<file path="config.mk">
export PLATFORM = sky130hd
export DESIGN_NAME = burst_counter_flat
export DESIGN_NICKNAME = d
export VERILOG_FILES = /design/src/rtl/burst_counter_if.sv /design/src/rtl/burst_counter.sv /design/src/flat_wrapper.sv
export SDC_FILE = /design/constraint.sdc
export NUM_CORES = 1
export LEC_CHECK = 0
export BUFFER_PORTS_ARGS = -buffer_cell sky130_fd_sc_hd__clkbuf_2
export CAP_MARGIN = 20
export CELL_PAD_IN_SITES_DETAIL_PLACEMENT = 0
export CELL_PAD_IN_SITES_GLOBAL_PLACEMENT = 1
export CORE_AREA = 2 2 72 74
export DETAILED_ROUTE_END_ITERATION = 10
export DIE_AREA = 0 0 74 76
export HOLD_SLACK_MARGIN = 0.12
export PLACE_DENSITY_LB_ADDON = 0.12
export SYNTH_ARGS = -nofsm -noshare
export SYNTH_HDL_FRONTEND = slang
export SYNTH_SLANG_ARGS = --single-unit
</file>
<file path="constraint.sdc">
create_clock -name clk -period 2.8 [get_ports clk]
set_input_delay 0.28 -clock clk [delete_from_list [all_inputs] [get_ports clk]]
set_output_delay 0.28 -clock clk [all_outputs]
set_load 0.02 [all_outputs]
</file>
<file path="src/rtl/burst_counter_if.sv">
// burst_counter bus: done strobes, config and completion outputs.
// BURST_COUNTER_STATS_EN adds the per-channel burst_cnt output.
interface burst_counter_if #(
  parameter int NUM_CH = 4,
  parameter int CNT_W  = 4
);
  logic [NUM_CH-1:0]       done;
  logic                    clear;
  logic                    cfg_load;
  logic [CNT_W-1:0]        cfg_target;
  logic                    oneshot;
  logic [NUM_CH-1:0]       en_y;
  logic [NUM_CH*CNT_W-1:0] count;
  logic                    all_y;
  logic [CNT_W-1:0]        target;
`ifdef BURST_COUNTER_STATS_EN
  logic [NUM_CH*8-1:0]     burst_cnt;

  modport master (
    output done, clear, cfg_load,
    output cfg_target, oneshot,
    input  en_y, count, all_y,
    input  target, burst_cnt
  );
  modport slave (
    input  done, clear, cfg_load,
    input  cfg_target, oneshot,
    output en_y, count, all_y,
    output target, burst_cnt
  );
`else
  modport master (
    output done, clear, cfg_load,
    output cfg_target, oneshot,
    input  en_y, count, all_y,
    input  target
  );
  modport slave (
    input  done, clear, cfg_load,
    input  cfg_target, oneshot,
    output en_y, count, all_y,
    output target
  );
`endif
endinterface

</file>
<file path="src/rtl/burst_counter.sv">
// Per-channel done-strobe burst counter with programmable target.
// Optional stats: define BURST_COUNTER_STATS_EN for burst_cnt.
module burst_counter #(
  parameter int NUM_CH         = 4,
  parameter int CNT_W          = 4,
  parameter int DEFAULT_TARGET = 7
) (
  input logic         clk,
  input logic         reset,
  burst_counter_if.slave bus
);

  typedef enum logic {
    S_COUNT,
    S_PARKED
  } state_t;

  state_t            r_st   [NUM_CH];
  state_t            w_st   [NUM_CH];
  logic [CNT_W-1:0]  r_cnt  [NUM_CH];
  logic [CNT_W-1:0]  w_cnt  [NUM_CH];
  logic [NUM_CH-1:0] r_en_y;
  logic [NUM_CH-1:0] w_en_y;
  logic [NUM_CH-1:0] r_seen;
  logic [NUM_CH-1:0] w_seen;
  logic              r_all_y;
  logic              w_all_y;
  logic [CNT_W-1:0]  r_tgt;
  logic [CNT_W-1:0]  w_tgt;
  logic [NUM_CH*CNT_W-1:0] w_count;

  // State register for all channels and the shared target
  always_ff @(posedge clk or posedge reset) begin
    if (reset) begin
      for (int i = 0; i < NUM_CH; i++) begin
        r_st[i]  <= S_COUNT;
        r_cnt[i] <= '0;
      end
      r_en_y  <= '0;
      r_seen  <= '0;
      r_all_y <= 1'b0;
      r_tgt   <= CNT_W'(DEFAULT_TARGET);
    end else begin
      for (int i = 0; i < NUM_CH; i++) begin
        r_st[i]  <= w_st[i];
        r_cnt[i] <= w_cnt[i];
      end
      r_en_y  <= w_en_y;
      r_seen  <= w_seen;
      r_all_y <= w_all_y;
      r_tgt   <= w_tgt;
    end
  end

  // Next state: clear wins, else count/wrap per channel
  always_comb begin
    w_en_y  = '0;
    w_seen  = r_seen;
    w_all_y = r_all_y | (&r_seen);
    w_tgt   = r_tgt;
    for (int i = 0; i < NUM_CH; i++) begin
      w_st[i]  = r_st[i];
      w_cnt[i] = r_cnt[i];
    end
    if (bus.cfg_load) begin
      w_tgt = (bus.cfg_target == '0) ?
              CNT_W'(1) : bus.cfg_target;
    end
    if (bus.clear) begin
      w_seen  = '0;
      w_all_y = 1'b0;
      for (int i = 0; i < NUM_CH; i++) begin
        w_st[i]  = S_COUNT;
        w_cnt[i] = '0;
      end
    end else begin
      for (int i = 0; i < NUM_CH; i++) begin
        if (r_st[i] == S_COUNT && bus.done[i]) begin
          if (({1'b0, r_cnt[i]} + (CNT_W+1)'(1))
              >= {1'b0, r_tgt}) begin
            w_cnt[i]  = '0;
            w_en_y[i] = 1'b1;
            w_seen[i] = 1'b1;
            if (bus.oneshot) w_st[i] = S_PARKED;
          end else begin
            w_cnt[i] = r_cnt[i] + CNT_W'(1);
          end
        end
      end
    end
  end

  // Pack per-channel counts onto the flat output bus
  always_comb begin
    w_count = '0;
    for (int i = 0; i < NUM_CH; i++) begin
      w_count[i*CNT_W +: CNT_W] = r_cnt[i];
    end
  end

  assign bus.count  = w_count;
  assign bus.en_y   = r_en_y;
  assign bus.all_y  = r_all_y;
  assign bus.target = r_tgt;

`ifdef BURST_COUNTER_STATS_EN
  logic [7:0]          r_bcnt [NUM_CH];
  logic [NUM_CH*8-1:0] w_bcnt;

  // Saturating count of en_y pulses per channel
  always_ff @(posedge clk or posedge reset) begin
    if (reset) begin
      for (int i = 0; i < NUM_CH; i++)
        r_bcnt[i] <= '0;
    end else begin
      for (int i = 0; i < NUM_CH; i++) begin
        if (bus.clear)
          r_bcnt[i] <= '0;
        else if (r_en_y[i] && r_bcnt[i] != 8'hFF)
          r_bcnt[i] <= r_bcnt[i] + 8'd1;
      end
    end
  end

  // Pack burst counts onto the flat output bus
  always_comb begin
    w_bcnt = '0;
    for (int i = 0; i < NUM_CH; i++) begin
      w_bcnt[i*8 +: 8] = r_bcnt[i];
    end
  end

  assign bus.burst_cnt = w_bcnt;
`endif

endmodule

</file>
<file path="src/flat_wrapper.sv">
// flat-port wrapper written by rule: the top's interface ports become plain ports
module burst_counter_flat 
#(
  parameter int NUM_CH         = 4,
  parameter int CNT_W          = 4,
  parameter int DEFAULT_TARGET = 7
)
  (clk, reset, bus_done, bus_clear, bus_cfg_load, bus_cfg_target, bus_oneshot, bus_en_y, bus_count, bus_all_y, bus_target);
  burst_counter_if #(.NUM_CH(NUM_CH), .CNT_W(CNT_W)) bus_i ();
  input logic clk;
  input logic reset;
  input wire logic [$bits(bus_i.done)-1:0] bus_done;
  input wire logic [$bits(bus_i.clear)-1:0] bus_clear;
  input wire logic [$bits(bus_i.cfg_load)-1:0] bus_cfg_load;
  input wire logic [$bits(bus_i.cfg_target)-1:0] bus_cfg_target;
  input wire logic [$bits(bus_i.oneshot)-1:0] bus_oneshot;
  output wire logic [$bits(bus_i.en_y)-1:0] bus_en_y;
  output wire logic [$bits(bus_i.count)-1:0] bus_count;
  output wire logic [$bits(bus_i.all_y)-1:0] bus_all_y;
  output wire logic [$bits(bus_i.target)-1:0] bus_target;
  assign bus_i.done = bus_done;
  assign bus_i.clear = bus_clear;
  assign bus_i.cfg_load = bus_cfg_load;
  assign bus_i.cfg_target = bus_cfg_target;
  assign bus_i.oneshot = bus_oneshot;
  assign bus_en_y = bus_i.en_y;
  assign bus_count = bus_i.count;
  assign bus_all_y = bus_i.all_y;
  assign bus_target = bus_i.target;
  burst_counter #(.NUM_CH(NUM_CH), .CNT_W(CNT_W), .DEFAULT_TARGET(DEFAULT_TARGET)) u_core (.clk(clk), .reset(reset), .bus(bus_i));
endmodule
</file>
; After elaboration in Yosys (flattened, before gate mapping)
; Cells that the tools add are included.
; Widths: inputs -> output; s select.
[totals]
regBits = 33
inputBits = 13
out_inout_bits = 25
wordCells = 94
[classes]
addsub = 8
magnitude_cmp = 4
mux = 39
n_bitwise = 5
n_reduce_logical = 23
[ops]
columns = op, count
row1 = $mux 4, 12
row2 = $mux 1, 26
row3 = $add 4x1->5 const B, 4
row4 = $ge 5x4->1, 4
row5 = $reduce_bool 2->1, 9
row6 = $add 4x1->4 const B, 4
row7 = $mux 16, 1
row8 = $reduce_and 3->1, 4
row9 = $reduce_and 2->1, 4
row10 = $logic_and 1x1->1, 4
row11 = $logic_not 4->1, 1
row12 = $not 1->1, 4
row13 = $reduce_and 4->1, 1
row14 = $or 1x1->1, 1

; Depth between registers and ports, before layout
[depth]
word_depth = 5
depth_mapped = 8
ltp_nobuf = 8

; Least setup slack after synthesis
; OpenSTA, ideal clock, no wires.
[synth_timing]
kind = register -> register
start = reg u_core.r_cnt, in the netlist u_core.bus.count[8]
end = reg u_core.r_cnt, in the netlist u_core.bus.count[8]
setup_ps = 125
arrival_ps = 2034
required_time_ps = 2675
path_slack_ps = 641
stages_incl_launch_ff = 9
path_buffers = 0
period_less_slack_ps = 2159
path_cell_list = dfrtp_1 -> ha_1 -> nor2b_1 -> or2_2 -> ha_1 -> a21o_1 -> a21oi_1 -> and2_1 -> mux2_2
[synth_via]
elab_chain_cells = 5
word_cells_on_any_way = 6
cone_classes = add/sub (2) / order compare (1) / mux (3)
[synth_lines]
columns = item, line_no
row1 = "start, declared", burst_counter.sv:20  ; logic [CNT_W-1:0] r_cnt [NUM_CH];
row2 = "start signal, assigned by index", burst_counter.sv:46  ; r_cnt[i] <= w_cnt[i];
row3 = $add 4x1->5, burst_counter.sv:79  ; if (({1'b0, r_cnt[i]} + (CNT_W+1)'(1))
row4 = $ge 5x4->1, burst_counter.sv:80  ; >= {1'b0, r_tgt}) begin
row5 = $mux 4 (*), burst_counter.sv:79
row6 = $mux 4 (*), burst_counter.sv:78  ; if (r_st[i] == S_COUNT && bus.done[i]) begin
row7 = $mux 16 (*), burst_counter.sv:69  ; if (bus.clear) begin
; Mark *: on every way between the ends. The rest lies on a longest branch, timed or not. The select of a mux whose other input is x is not followed.
; A chain may end at the register's enable or synchronous reset.

; Worst setup path after layout
[layout_timing]
start = reg u_core.r_cnt, in the netlist u_core.bus.count[8]
end = reg u_core.r_cnt, in the netlist u_core.bus.count[9]
; Same word-level chain as after synthesis.

==> reports/metrics.cfg <==
[placement]
dp_hpwl_um=3320
portBuffers=37
finalWeightedCongestion=0.827
place_area_um2=2230
place_ws_ps=601

[synth]
synthArstFlopShare=1.00
syn_avg_cell_area_um2=10.4
syn-num-nets=222
synth_area_um2=1970
ys_types=41
yosysSeqAreaShare=0.421
synth-edff-count=0
synth_cells=189
yosysWarnings=0
ys_ff_latch=33
synthFlopType=dfrtp_1

[clocking]
clockRootBuffer=clkbuf_8
path_clk_slew_ps=70
cts-buffers-inserted=5
clock-sinks=33
clock_latency_ps=280
cts_max_level=2
ctsResizeCount=0
cts_tree=done
cts_buffer_depth=2

[timing]
max_freq_ghz=0.448
clock_skew_ps=6.20
fin_crit_sh=0.797
fin_ws_ps=570
rsz0062_at_grt=no
slew_headroom=0.711
slew_violations=0
hold_viol=0
setup_viol=0
fin_setup_tns_ps=0
hold_ws_ps=217
tightestPinTransition_ps=434
final.min_clock_period_ps=2230

[floorplanning]
core_area_um2=4910
start_util=0.401
row_count=26
die_x_um=74
fp.dieH_um=76
dieArea_um2=5620
ios=38

[setup_path]
rr_startpoint=u_core.bus.count[8]
end_kind=register
worstSetupStartpoint=u_core.bus.count[8]
crit_fanout=5
required_ps=3020
crit_path_start_kind=register
rrSetupSlack_ps=570
r2r_cells=8
cp_data_arrival_time_ps=2450
r2r-end=u_core.bus.count[9]
crit_type=reg -> reg

[layout]
final_area_um2=2340
num_antenna_cells=0
fin_nets=263
synthToLayoutAreaGrowth_pct=18.9
drive_above_1_share=0.268

[grt]
grt_pass1_vias=1522
grt_util_all_layers=0.170
grt_pass1_wl_um=7300
antenna_found_initial=0
grt_start_max_net_pins=34
grt.overflow.total=0

[detailed_routing]
vias_per_cell=5.32
vias=1600
totalWireLength_um=4510
antenna_left=0
firstDrtPassIters=4
drt_iter0_markers=61
wl_per_cell_um=15.0
drc=0

[min_path]
hold_depth=3
hold_path_class=in -> reg
min-delay-start=bus_cfg_target[1]
holdPathEnd=u_core.bus.target[1]

[power]
p_total_mw=1.29
vdd_ir_drop_max_v=0.000340
p_leak_nw=1.18
p_per_area_nw_per_um2=552

[status]
status=completed

[flow_run]
drv_cap=0

report_power, final:
| group | internal (mW) | leakage (nW) | total (mW) | switching [mW] |
|---|---|---|---|---|
| Combinational | 0.143 | 0.688 | 0.335 | 0.192 |
| Sequential | 0.516 | 0.441 | 0.553 | 0.0373 |
| Clock | 0.222 | 0.0542 | 0.405 | 0.182 |
| Total | 0.881 | 1.18 | 1.29 | 0.411 |
critical path, stage by stage (launching register included):
cell,delay [ps]
dfrtp_1,440
ha_1,250
nor2b_1,150
or2_2,310
ha_1,300
a21o_1,170
a21oi_1,190
and2_1,210
a22o_1,160
flip-flops by register name, summed over array words and instances (netlist names):
signal	cells
u_core.bus.count	16
u_core.bus.en_y	4
u_core.bus.target	4
u_core.r_seen	4
u_core.r_st	4
u_core.bus.all_y	1
routing by layer:
metal  share of wire  up-vias  wire length [um]  GRT usage
li1                -      786                 -          -
met1            0.44      768              1970      0.220
met2            0.51       36              2280      0.271
met3           0.036       10               163     0.0397
met4           0.021        0                95     0.0673
met5               0        -                 0          0
Yosys cell counts (5+ instances only):
library cell   n  share of area
dfrtp_1       30           0.38
nand2_1       16          0.030
nand3_1       10          0.025
o21a_1         5          0.019
o21ai_0        5          0.013
nor2_1         7          0.013
ha_1          20           0.13
a32o_1         7          0.036
inv_1         13          0.025
a21oi_1        9          0.023
nor2b_1        5          0.016
cells by family after synthesis:
| family | share of synthesized area |
|---|---|
| muxes | 0.00571 |
| and+or+nand+nor | 0.160 |
| buffers and inverters | 0.0343 |
| adders and majority gates | 0.127 |
| xor gates and xnor gates | 0.0311 |
| DFF | 0.421 |
| AOI/OAI and AO/OA | 0.221 |
layout by cell type (no fill, tap or decap), types with 4 or more instances in the layout:
cell	netlist	routed
nand3_1	10	10
a32o_1	7	7
inv_1	13	13
o21ai_0	5	5
dfrtp_1	30	30
clkbuf_8	0	7
o21a_1	5	5
xnor2_1	4	4
nor2b_1	5	5
a21oi_1	9	9
ha_1	20	20
nand2_1	16	16
nor2_1	7	7
o2111ai_1	4	4
clkbuf_2	0	37
metrics by stage:
stage | util | cells
final | 0.477 | 301
after floorplan | - | 189
after global placement | 0.454 | 292
after global routing | 0.477 | 301
after CTS | 0.477 | 301
after detailed placement | 0.454 | 292
how the worst max path moves through the flow:
stage	to	slack (ps)	depth (start not counted)
final	u_core.bus.count[9]	570	8
after global routing	u_core.bus.count[9]	470	8
after CTS	u_core.bus.count[8]	590	8
after detailed placement	u_core.bus.count[8]	600	8
after global placement	u_core.bus.count[8]	690	8
after floorplan	u_core.bus.count[8]	640	8
final cells by class:
type                       count  area, um^2
clock inverter                 1        5.00
fill                         460        2570
inverter                      13        48.8
sequential                    33         830
multi-input combinational    138        1070
timing repair buffer          39         203
tap                           70        87.6
clock buffer                   7        96.3
what timing repair did:
item	CTS	global route
buffers inserted	0	0
endpoints found under the hold margin	30	0
setup endpoints to repair	0	0
hold buffers	1	0
Power figures use the tool's default switching activity.
